==> src/rtl/seq_shift_unit.sv <==
// Multi-cycle shift/rotate unit: moves the operand one bit per clock for shamt
// clocks, then presents the result on B with a one-cycle done pulse.
module seq_shift_unit #(
    parameter int WIDTH   = 32,
    parameter int SHAMT_W = $clog2(WIDTH)
) (
    input  logic               clk,
    input  logic               rst,
    input  logic               start,
    input  logic [WIDTH-1:0]   b,
    input  logic [SHAMT_W-1:0] shamt,
    input  logic               A,
    input  logic               R,
    input  logic               L,
    input  logic               drxn,
    output logic               busy,
    output logic               done,
    output logic [WIDTH-1:0]   B
);

    localparam logic [1:0] IDLE  = 2'd0;
    localparam logic [1:0] SHIFT = 2'd1;
    localparam logic [1:0] DONE  = 2'd2;

    logic [1:0]         state_q, state_d;
    logic [WIDTH-1:0]   work_q, work_d;
    logic [SHAMT_W-1:0] cnt_q, cnt_d;
    logic               a_q, a_d;
    logic               r_q, r_d;
    logic               l_q, l_d;
    logic               drxn_q, drxn_d;
    logic [WIDTH-1:0]   res_q, res_d;
    logic [WIDTH-1:0]   step_v;
    logic               accept;

    // One-position move; the control bits only affect the bit shifted in.
    function automatic logic [WIDTH-1:0] shift_step(
        input logic [WIDTH-1:0] v,
        input logic             ctl_a,
        input logic             ctl_r,
        input logic             ctl_l,
        input logic             dir_right
    );
        logic fill;
        if (dir_right) begin
            fill = ~ctl_l & ((ctl_r & ~ctl_a & v[0]) | (ctl_a & ~ctl_r & v[WIDTH-1]));
            shift_step = {fill, v[WIDTH-1:1]};
        end else begin
            fill = ctl_r & v[WIDTH-1];
            shift_step = {v[WIDTH-2:0], fill};
        end
    endfunction

    assign step_v = shift_step(work_q, a_q, r_q, l_q, drxn_q);
    assign accept = start && (state_q != SHIFT);

    always_comb begin
        state_d = state_q;
        work_d  = work_q;
        cnt_d   = cnt_q;
        a_d     = a_q;
        r_d     = r_q;
        l_d     = l_q;
        drxn_d  = drxn_q;
        res_d   = res_q;

        case (state_q)
            SHIFT: begin
                work_d = step_v;
                cnt_d  = cnt_q - SHAMT_W'(1);
                if (cnt_q == SHAMT_W'(1)) begin
                    state_d = DONE;
                    res_d   = step_v;
                end
            end
            DONE:    state_d = IDLE;
            default: state_d = IDLE;
        endcase

        // Accept is legal in IDLE and DONE, which gives back-to-back issue.
        if (accept) begin
            work_d = b;
            cnt_d  = shamt;
            a_d    = A;
            r_d    = R;
            l_d    = L;
            drxn_d = drxn;
            if (shamt != '0) begin
                state_d = SHIFT;
            end else begin
                state_d = DONE;
                res_d   = b;
            end
        end
    end

    always_ff @(posedge clk or posedge rst) begin
        if (rst) begin
            state_q <= IDLE;
            work_q  <= '0;
            cnt_q   <= '0;
            a_q     <= 1'b0;
            r_q     <= 1'b0;
            l_q     <= 1'b0;
            drxn_q  <= 1'b0;
            res_q   <= '0;
        end else begin
            state_q <= state_d;
            work_q  <= work_d;
            cnt_q   <= cnt_d;
            a_q     <= a_d;
            r_q     <= r_d;
            l_q     <= l_d;
            drxn_q  <= drxn_d;
            res_q   <= res_d;
        end
    end

    assign busy = (state_q == SHIFT);
    assign done = (state_q == DONE);
    assign B    = res_q;

endmodule

==> config.mk <==
export PLATFORM = sky130hd
export DESIGN_NAME = seq_shift_unit
export DESIGN_NICKNAME = d
export VERILOG_FILES = /design/src/rtl/seq_shift_unit.sv
export SDC_FILE = /design/constraint.sdc
export NUM_CORES = 1
export LEC_CHECK = 0
export ABC_AREA = 0
export BUFFER_PORTS_ARGS = -buffer_cell sky130_fd_sc_hd__buf_2
export CAP_MARGIN = 20
export CORE_AREA = 5 5 100 140
export CTS_CLUSTER_SIZE = 8
export DETAILED_ROUTE_END_ITERATION = 6
export DIE_AREA = 0 0 105 145
export HOLD_SLACK_MARGIN = 0.03
export PLACE_DENSITY = 0.5
export SETUP_SLACK_MARGIN = 0.1
export SYNTH_ARGS = -nofsm -noshare
export SYNTH_HDL_FRONTEND = slang
export SYNTH_SLANG_ARGS = --single-unit
export TNS_END_PERCENT = 10
==> constraint.sdc <==
create_clock -name clk -period 3.4 [get_ports clk]
set_clock_uncertainty 0.2 [all_clocks]
set_input_delay 0.51 -clock clk [delete_from_list [all_inputs] [get_ports clk]]
set_output_delay 0.51 -clock clk [all_outputs]
set_load 0.1 [all_outputs]
[After elaboration in Yosys (flattened, before gate mapping)]
Index checks and enable logic that the tools add are counted.
W data, S select, Z words.
Operators by class
  $add $sub $neg: 1
  $mul: 0
  div/mod/pow operators: 0
  magnitude comparators: 0
  eq/ne operators: 5
  shifts and indexed selects: 0
  multiplexer cells: 13
  bitwise operators: 10
  reduce and logical (&&, ||, !) cells: 3
Operator list (count)
  $mux W32: 7
  $mux W5: 2
  $mux W2: 4
  $and A1 B1 Y1: 6
  $eq A5 B1 Y1 const B: 1
  $reduce_bool A5 Y1: 1
  $sub A5 B1 Y5 const B: 1
  $ne A3 B1 Y1 const B: 1
  $not A1 Y1: 3
  $eq A2 B1 Y1 const B: 1
  $eq A2 B2 Y1 const B: 1
  $ne A2 B1 Y1 const B: 1
  $reduce_bool A2 Y1: 1
  $logic_and A1 B1 Y1: 1
  $or A1 B1 Y1: 1
Storage, ports and cells
  register bits after elaboration: 75
  latch bits: 0
  RAM bits: 0
  bits in read-only memories: 0
  input port bits: 44
  logic and storage cells: 40
  memories kept: 0

[Logic depth before layout (Yosys ltp)]
  depth after elaboration: 10
  depth in mapped cells: 9

[Least setup slack after synthesis]
Ideal clock, no wire load.
  kind: flip-flop to output port
  from: register state_q[1]
  to: output busy
  arrival: 1.924 ns
  slack: 0.766 ns
  stages on the path, launching flop included: 6
  path through: dfrtp_1 nand2b_1 buf_2 inv_1 buf_2 buf_1
On the way
  longest elaborated chain between the ends: 1
Ends and longest elaborated chain
  start, declared: line 25  | logic [1:0] state_q, state_d;
  start signal, assigned: line 108  | state_q <= state_d;
  $eq A2 B1 Y1: line 119  | assign busy = (state_q == SHIFT);
  end, declared: line 16  | output logic busy,
Every way passes these cells.

[Final worst setup path]
Ends and elaborated chain as after synthesis.

==> out/metrics.sh <==
CPMAXSTAGEDELAYCELL='buf_2'
DRC=0
TIGHTESTPINTRANSITION_NS=0.946
FIN_CRIT_SH_PCT=82.6
CLOCK_PIN_SLEW_WORST_SETUP_AND_HOLD_PATHS_NS=0.06
CTS.PATH.MAX_BUFFERS=2
CORE_REGION_AREA_SQ_UM=12600
YOSYS_WARNINGS=0
FINAL_LAYOUT_SIZE_SUFFIX_GT1_SHARE_PCT=26.0
SYN-NUM-NETS=393
CLOCK_SINK_COUNT=75
REGISTER_BIT_COUNT_REPORTED_BY_YOSYS=75
SYNTH_AREA_PER_CELL_SQ_UM=10.6
GRT_OVERFLOW_TOTAL=0
DRT_PASS1_ITERATIONS=4
FIRST_GLOBAL_VIAS=3180
CRITICAL_PATH.MAX_FANOUT=47
NUMCTSBUFFERS=9
INITIAL_CORE_UTIL_PCT=29.2
FINAL_NUMBER_OF_MAX_TRANSITION_VIOLATIONS=0
SYNTHDISTINCTLIBCELLS=30
MULTI_INPUT_COMB_AREA_SQ_UM=1660
DIE-AREA_SQ_UM=15200
CTS-ROOT-BUF='clkbuf_16'
INSTANCES_NO_FILL=572
ANTENNA_LEFT=0
WORST_SLEW_MARGIN_RELATIVE_TO_ITS_LIMIT_PCT=36.9
CRITICAL_PATH.ENDPOINT_TYPE='primary output'
MOSTFREQUENTLAYOUTCELL='buf_2'
HOLD_CRIT_PATH_TYPE='in2async'
CTS.REPAIR.RESIZED=0
CTS_TREE='yes'
DIE_H_UM=145
R2R_CELLS=7
VIAS_PER_CELL=5.17
CLOCK_INSERTION_DELAY_WORST_SKEW_NS=0.33
GRT_UTIL_ALL_LAYERS_PCT=13.4
CRITICAL_PATH.CELL_CHAIN='nand2b_1 > inv_2 > buf_4 > buf_2'
PLACE.DETAILED.INSTANCES=556
DATA_ARRIVAL_AT_THE_ENDPOINT_OF_THE_CRITICAL_PATH_NS=2.10
CELL_ROWS=49
NNETSFINAL=460
SETUP.WORST_PATH.START_CLASS='flip-flop'
SLOWEST_STAGE_DELAY_CP_NS=0.52
ROUTEDWLPERCELL_UM=17.4
HPWLAFTERDP_UM=6730
FF2FF_SETUP_SLACK_NS=0.96
ROUTABILITY_CONGESTION_ESTIMATE_FROM_GLOBAL_PLACEMENT=0.755
CTS_HOLD_BUFFERS=0
RSZ0062_AT_GRT='false'
VIA_COUNT_OF_THE_ROUTED_DESIGN=2957
POST_SYNTHESIS_CELL_AREA_SQ_UM=3680
FINALCRITICALPERIOD_NS=2.81
HOLD_VIOLATIONS=0
FINAL_REPORT_SETUP_VIOLATION_COUNT=0
SETUP.WORST_PATH.CLASS='reg2out'
FP.DIEW_UM=105
INITIAL_ANTENNA_VIOLATION_COUNT=0
FINISH.UTILIZATION_PCT=35.8
CRIT-REG2REG-CAPTURE='B[31]$_DFF_PP0_'
POST_CTS_BUFFERS=0
SYNTHCELLS=347
FINALSETUPTNS_NS=0
LARGEST_NET_DEGREE_AT_THE_START_OF_GLOBAL_ROUTING=72
AREA.GROWTH.SYNTH_TO_FINAL_PCT=22.9
MOSTFREQUENTLAYOUTCELLS='77 x buf_2, 74 x dfrtp_1, 39 x a21oi_1'
SYNTH.YOSYS.SEQ_AREA_SHARE_PCT=51.0
HTREE_DEPTH=3
GRT_FIRST_PASS_WIRELENGTH_UM=16600
OUTCOME='complete, no violations'
CRITPATHREQUIREDTIME_NS=2.69
ROUTED_WIRELENGTH_UM=9940
FILLERINSTANCES=1275
TIMING.FMAX_MHz=356
DETAIL_ROUTE.ITER0.VIOLATIONS=137
LAUNCH_INSTANCE_OF_THE_WORST_REGISTER_TO_REGISTER_PATH='state_q[0]$_DFFE_PP0P_'
IO_PINS=78
SEQ_AREA_SQ_UM=1880
NUMPORTBUFFERS=77
MAXCAPVIOLCOUNT=0
ANTENNA-DIODE-COUNT=0
==> layer usage <==
layer / track usage, % / up-vias / wire [um]
li1: - / 1431 / -
met1: 16.6 / 1452 / 4380
met2: 22.4 / 60 / 4950
met3: 3.33 / 14 / 399
met4: 5.25 / 0 / 205
met5: 0 / - / 0
==> flip-flops by register name (all words and copies together) (netlist names) <==
register	flops
drxn_q	1
a_q	1
work_q	32
r_q	1
l_q	1
state_q	2
B	32
cnt_q	5
==> critical path: cells and delay by family, from the launching register on <==
kind                   cells  cell delay [ns]
buffers and inverters      3             1.10
DFF                        1             0.36
and+or+nand+nor            1             0.28
==> final cells by class <==
| cell class | count | share of cell area (%) |
|---|---|---|
| flip-flops and latches | 75 | 41.5 |
| multi-input cells | 235 | 36.6 |
| repair buffers | 86 | 10.3 |
| clock buffers | 15 | 6.14 |
| well taps | 153 | 4.23 |
| clock inverters | 1 | 0.663 |
| inverters | 7 | 0.580 |
==> synth_stat cells <==
library cell	n	share of area, %
a211oi_1	33	6.7
and3_1	1	0.17
inv_1	7	0.71
nor3_1	2	0.27
a211o_1	1	0.24
nand2_1	3	0.31
nand3_1	4	0.54
nor2_2	1	0.17
a221o_1	31	8.4
nor2b_1	33	5.6
or4_4	1	0.31
mux2_2	4	1.2
a21oi_1	39	5.3
nand2b_1	1	0.17
clkbuf_1	15	1.5
nand3b_1	2	0.41
buf_2	7	0.95
o221ai_1	1	0.24
o21ai_0	4	0.54
or3_1	1	0.17
mux2i_1	31	8.4
o211a_1	1	0.27
ha_1	2	0.68
and3b_1	1	0.24
buf_1	8	0.82
o22a_1	1	0.24
a21boi_0	1	0.20
nor2_1	35	3.6
nor4_4	1	0.58
dfrtp_1	75	51
==> kinds of logic after synthesis <==
family,count (synthesis),share of synthesized area (%)
AO/OA/AOI/OAI,112,22.2
AND/OR/NAND/NOR,86,12.5
flip-flops,75,51.0
buffers and inverters,37,4.01
multiplexers,35,9.65
adder cells (fa/ha/maj),2,0.679
==> through the flow <==
step	setup WS [ns]	instance area, sq um	hold slack, ns
after floorplan	0.766	3680	0.274
after global placement	0.973	4220	0.295
after detailed placement	0.935	4220	0.289
after CTS	0.584	4530	0.0574
after global routing	0.481	4530	0.0888
final	0.591	4530	0.0446
==> worst max path at each step <==
stage / start / endpoint / slack [ns] / depth (start not counted)
2_1_floorplan: state_q[1]$_DFFE_PP0P_ / busy / 0.77 / 5
3_3_place_gp: shamt[2] / B[17]$_DFF_PP0_ / 0.97 / 6
3_5_place_dp: shamt[2] / B[0]$_DFF_PP0_ / 0.93 / 6
4_1_cts: state_q[1]$_DFFE_PP0P_ / busy / 0.58 / 4
5_1_grt: state_q[1]$_DFFE_PP0P_ / busy / 0.48 / 4
6_report: state_q[1]$_DFFE_PP0P_ / busy / 0.59 / 4
Power is left out: the tool's default activity adds up to more than one toggle a clock period on the data nets, which glitch-free logic cannot reach.
